### src/rtl/bridge_pkg.sv
// Shared types and constants for the 8086 byte-serialising memory bridge.
// Used by bus_bridge16 and bridge_perf_cnt.
package bridge_pkg;
  localparam int ADDR_W_DEF = 20;
  localparam int LAT_W = 3;

  typedef enum logic [1:0] {
    IDLE,
    LO,
    HI,
    DONE
  } state_e;
endpackage

### src/rtl/bridge_perf_cnt.sv
// Free-running count of completed bridge accesses (one per done pulse).
// Only instantiated when BUS_BRIDGE_PERF_EN is defined.
import bridge_pkg::*;

module bridge_perf_cnt (
  input  logic        clock,
  input  logic        reset_n,
  input  logic        done,
  output logic [31:0] perf_count
);
  logic [31:0] count_q;
  logic [31:0] count_d;

  assign count_d = done ? count_q + 32'd1 : count_q;

  always_ff @(posedge clock or negedge reset_n) begin
    if (!reset_n) begin
      count_q <= '0;
    end else begin
      count_q <= count_d;
    end
  end

  assign perf_count = count_q;
endmodule

### src/rtl/bus_bridge16.sv
// 8/16-bit core request to 8-bit synchronous memory serialiser.
// Define BUS_BRIDGE_PERF_EN to add the perf_count completed-access counter.
import bridge_pkg::*;

module bus_bridge16 #(
  parameter int ADDR_W = ADDR_W_DEF,
  parameter int RD_LAT = 1
) (
  input  logic              clock,
  input  logic              reset_n,
  input  logic              start,
  input  logic              wr,
  input  logic              word,
  input  logic [ADDR_W-1:0] addr,
  input  logic [15:0]       wdata,
  output logic [15:0]       rdata,
  output logic              busy,
  output logic              done,
`ifdef BUS_BRIDGE_PERF_EN
  output logic [31:0]       perf_count,
`endif
  output logic [ADDR_W-1:0] mem_address,
  input  logic [7:0]        mem_i_data,
  output logic [7:0]        mem_o_data,
  output logic              mem_we
);
  state_e state_q, state_d;
  logic [LAT_W-1:0] cnt_q, cnt_d;
  logic wr_q, wr_d;
  logic word_q, word_d;
  logic [7:0] whi_q, whi_d;
  logic [7:0] lo_q, lo_d;
  logic [15:0] rdata_q, rdata_d;
  logic busy_q, busy_d;
  logic done_q, done_d;
  logic [ADDR_W-1:0] addr_q, addr_d;
  logic [7:0] wdo_q, wdo_d;
  logic we_q, we_d;
  logic last;
  logic lat_hit;

  assign last = (state_q == HI) || !word_q;
  assign lat_hit = (cnt_q == LAT_W'(RD_LAT));

  always_comb begin
    state_d = state_q;
    cnt_d = cnt_q;
    wr_d = wr_q;
    word_d = word_q;
    whi_d = whi_q;
    lo_d = lo_q;
    rdata_d = rdata_q;
    busy_d = busy_q;
    done_d = 1'b0;
    addr_d = addr_q;
    wdo_d = wdo_q;
    we_d = 1'b0;
    unique case (state_q)
      IDLE: begin
        if (start) begin
          state_d = LO;
          busy_d = 1'b1;
          cnt_d = '0;
          wr_d = wr;
          word_d = word;
          whi_d = wdata[15:8];
          addr_d = addr;
          wdo_d = wdata[7:0];
          we_d = wr;
        end
      end
      LO, HI: begin
        if (wr_q) begin
          // final write byte holds one settle clock before done
          if (!last) begin
            state_d = HI;
            addr_d = addr_q + 1'b1;
            wdo_d = whi_q;
            we_d = 1'b1;
          end else if (cnt_q == '0) begin
            cnt_d = LAT_W'(1);
          end else begin
            state_d = DONE;
            done_d = 1'b1;
          end
        end else if (!lat_hit) begin
          cnt_d = cnt_q + 1'b1;
        end else if (!last) begin
          lo_d = mem_i_data;
          state_d = HI;
          addr_d = addr_q + 1'b1;
          cnt_d = '0;
        end else begin
          state_d = DONE;
          done_d = 1'b1;
          rdata_d = word_q ? {mem_i_data, lo_q}
                           : {8'h00, mem_i_data};
        end
      end
      DONE: begin
        state_d = IDLE;
        busy_d = 1'b0;
      end
      default: begin
        state_d = IDLE;
        busy_d = 1'b0;
      end
    endcase
  end

  always_ff @(posedge clock or negedge reset_n) begin
    if (!reset_n) begin
      state_q <= IDLE;
      cnt_q <= '0;
      wr_q <= 1'b0;
      word_q <= 1'b0;
      whi_q <= '0;
      lo_q <= '0;
      rdata_q <= '0;
      busy_q <= 1'b0;
      done_q <= 1'b0;
      addr_q <= '0;
      wdo_q <= '0;
      we_q <= 1'b0;
    end else begin
      state_q <= state_d;
      cnt_q <= cnt_d;
      wr_q <= wr_d;
      word_q <= word_d;
      whi_q <= whi_d;
      lo_q <= lo_d;
      rdata_q <= rdata_d;
      busy_q <= busy_d;
      done_q <= done_d;
      addr_q <= addr_d;
      wdo_q <= wdo_d;
      we_q <= we_d;
    end
  end

  assign rdata = rdata_q;
  assign busy = busy_q;
  assign done = done_q;
  assign mem_address = addr_q;
  assign mem_o_data = wdo_q;
  assign mem_we = we_q;

`ifdef BUS_BRIDGE_PERF_EN
  bridge_perf_cnt u_perf (
    .clock      (clock),
    .reset_n    (reset_n),
    .done       (done_q),
    .perf_count (perf_count)
  );
`endif
endmodule

### config.mk
export PLATFORM = sky130hd
export DESIGN_NAME = bus_bridge16
export DESIGN_NICKNAME = d
export VERILOG_FILES = /design/src/rtl/bridge_pkg.sv /design/src/rtl/bridge_perf_cnt.sv /design/src/rtl/bus_bridge16.sv
export SDC_FILE = /design/constraint.sdc
export NUM_CORES = 1
export LEC_CHECK = 0
export ABC_AREA = 1
export BUFFER_PORTS_ARGS = -buffer_cell sky130_fd_sc_hd__buf_2
export CAP_MARGIN = 25
export CORE_MARGIN = 4
export CORE_UTILIZATION = 48
export DETAILED_ROUTE_END_ITERATION = 10
export PLACE_DENSITY = 0.85
export SKIP_LAST_GASP = 1
export SYNTH_ARGS = -nofsm -noshare
export SYNTH_HDL_FRONTEND = slang
export SYNTH_SLANG_ARGS = --single-unit
### constraint.sdc
create_clock -name clock -period 1.9 [get_ports clock]
set_clock_uncertainty 0.1 [all_clocks]
set_input_delay 0.57 -clock clock [delete_from_list [all_inputs] [get_ports clock]]
set_output_delay 0.57 -clock clock [all_outputs]
set_load 0.1 [all_outputs]
==> out/qor.csv <==
metric,value,unit
status,"finished, final reports clean",
yosysTopAreaCell,dfrtp_1,
crit_chain,buf_2,
synthesis.area,3724,um^2
fin_crit_sh,0.9924,
antenna_found_initial,0,
regToRegSetupSlack,100,ps
worst_pin_slew,499.8,ps
worstRegToRegCells,9,
die_w,96.08,um
period_minus_slack,1885,ps
first_pass_iters,4,
hold_path_class,primary input to async pin,
synth-xor-area-share,0.009409,
cts_tree,done,
top_level_ports,96,
synthMuxAreaShare,0,
hold_violations,0,
finalMaxSlewViolations,0,
critPathLaunchType,flop,
cts_root_buf,clkbuf_8,
die_height,96.08,um
cp.arrival,1220,ps
n_antenna_cell,0,
drive_above_1_share,0.2696,
synthArstFlopShare,1.000,
hpwl,6.794,mm
crit_type,flop to output port,
synth_top_family_by_area,simple AND/OR/NAND/NOR gates,
synth_top_area_frac,0.4704,
gp_congestion,0.9167,
vias_per_cell,5.200,
fp.dieArea,9230,um^2
slew_headroom,0.6691,
drtAntennaViolNets,0,
worstSetupEndpointType,output port,
maxCapViolCount,0,
ys_types,32,
fmax,530.4,MHz
r2r_end,mem_address[1]$_DFFE_PN0P_,
synth_edf_count,0,
rsz0062_at_grt,yes,
grt_max_degree,43,
post-synth-top-count-cell,nand2_1,
clock_latency,350,ps
synthTopCellsByArea,"dfrtp_1, nand2_1, nor2_1, inv_1, o21ai_0",
path_delay_family,buffers and inverters,
grt_usage,0.2209,
initial_core_util,0.5026,
synth-main-ff-cell,dfrtp_1,
drc,0,
avgSynthCellArea,7.447,um^2
hold_buffers,0,
required,1230,ps
yosysSeqAreaShare,0.4704,
synth_fa_ha_area_frac,0.01344,
cpPeakStageDelay,440,ps
portBuffers,95,
core_area,7408,um^2
routed_wl,9.656,mm
synth_common_cells,"nand2_1, dfrtp_1, nor2_1, inv_1, o21ai_0",
clk_pin_slew,80,ps
syn_nets,553,
critPathBufInv,1,
final-setup-viol-count,0,
final_core_util,0.6414,
instances_no_fill,711,
setup_tns,0,ps
num-nets-final,660,
grt_pass1_vias,3518,
ys_warn_count,0,
cts.path.max_buffers,2,
synth_simple_gate_area_frac,0.3263,
numClockSinks,70,
h-tree-depth,3,
netlist_instances,500,
overflow,0,
vias,3697,
dp_cells,691,
fp-row-count,31,
wl_per_cell,13.58,um
first_iter_violations,220,
synth-compound-area-share,0.1058,
worst-path-max-fanout,4,
ys_seq_elements,70,
cts_made_buffers,9,
r2r_start,state_q[1]$_DFFE_PN0P_,
grt_pass1_wl,16.04,mm
area_delta_synth_final,27.62,%
cp_slowest_cell,buf_2,
## registers in the layout, indices dropped and copies added, names as in the netlist
signal / cells
state_q: 2
whi_q: 8
cnt_q: 3
rdata: 16
mem_we: 1
wr_q: 1
done: 1
mem_address: 20
busy: 1
mem_o_data: 8
lo_q: 8
word_q: 1
## metrics by stage
step	area (um^2)	hold slack (ps)	setup WS [ps]
after floorplan	3740	174.4	-28.22
after global placement	4405	360.6	21.15
after detailed placement	4405	365.1	-103.5
after CTS	4703	43.49	8.764
after global routing	4752	56.79	-19.94
final	4752	36.66	14.51
## cells by family (layout without fill, tap and decap cells)
group,count (synthesis),in the layout
compound gates,69,69
xor+xnor,4,4
fa+ha+maj,4,4
buf+inv,66,178
flops,70,70
simple gates,287,287
## cells in the final DEF, fill, tap and decap left out, types with 5 or more instances in the layout
cell type	netlist	routed
o22ai_1	5	5
o21ai_0	25	25
nor2_1	59	59
buf_4	5	17
nand4_1	9	9
o31ai_1	8	8
nand3_1	19	18
a21oi_1	7	7
inv_1	44	43
nand2_1	184	182
dfrtp_2	0	13
a31oi_1	10	10
clkbuf_8	0	9
dfrtp_1	70	57
buf_2	3	81
clkbuf_4	0	8
o21ai_1	11	10
## worst reg2reg max path, cell delays in order, from the launching register on
cell        delay, ps
dfrtp_1           350
inv_1              80
ha_4              330
inv_4              80
nor2_8            140
nand2_2           100
nand3_4           170
clkinvlp_4        180
nor2_1            120
a31oi_1            40
## timing repair
action                     CTS  global route
buffers inserted             0             1
gates cloned                 3             0
pin swaps                    0             1
gates resized for setup     14            14
setup endpoints to repair   25            30
## worst max path at each step
stage | start | endpoint | slack [ps] | cells past startpoint
3_5_place_dp | state_q[0]$_DFFE_PN0P_ | mem_address[13]$_DFFE_PN0P_ | -100 | 10
3_3_place_gp | state_q[0]$_DFFE_PN0P_ | mem_address[9]$_DFFE_PN0P_ | 20 | 9
6_report | mem_address[9]$_DFFE_PN0P_ | mem_address[9] | 10 | 1
5_1_grt | state_q[1]$_DFFE_PN0P_ | mem_address[13]$_DFFE_PN0P_ | -20 | 10
2_1_floorplan | mem_address[13]$_DFFE_PN0P_ | mem_address[18]$_DFFE_PN0P_ | -30 | 9
4_1_cts | mem_address[11]$_DFFE_PN0P_ | mem_address[11] | 9 | 1
## area by class of cell
cell class / instances / area, um^2
clock inverters: 7 / 103.9
repair inverters: 2 / 15.01
repair buffers: 111 / 688.2
inverters: 49 / 188.9
clock buffers: 9 / 123.9
fillers: 639 / 2656
flip-flops and latches: 70 / 1768
multi-input cells: 364 / 1740
well taps: 99 / 123.9
## routing by layer
layer  vias to the layer above  part of all wire  GRT usage
met4                         0             0.019    0.08886
met2                       158              0.48     0.3508
met1                      1710              0.42     0.2980
met3                        19             0.081    0.03987
met5                         -                 0          0
li1                       1810                 -          -
Power is left out: the tool's default activity adds up to more than one toggle a clock period on the data nets, which glitch-free logic cannot reach.
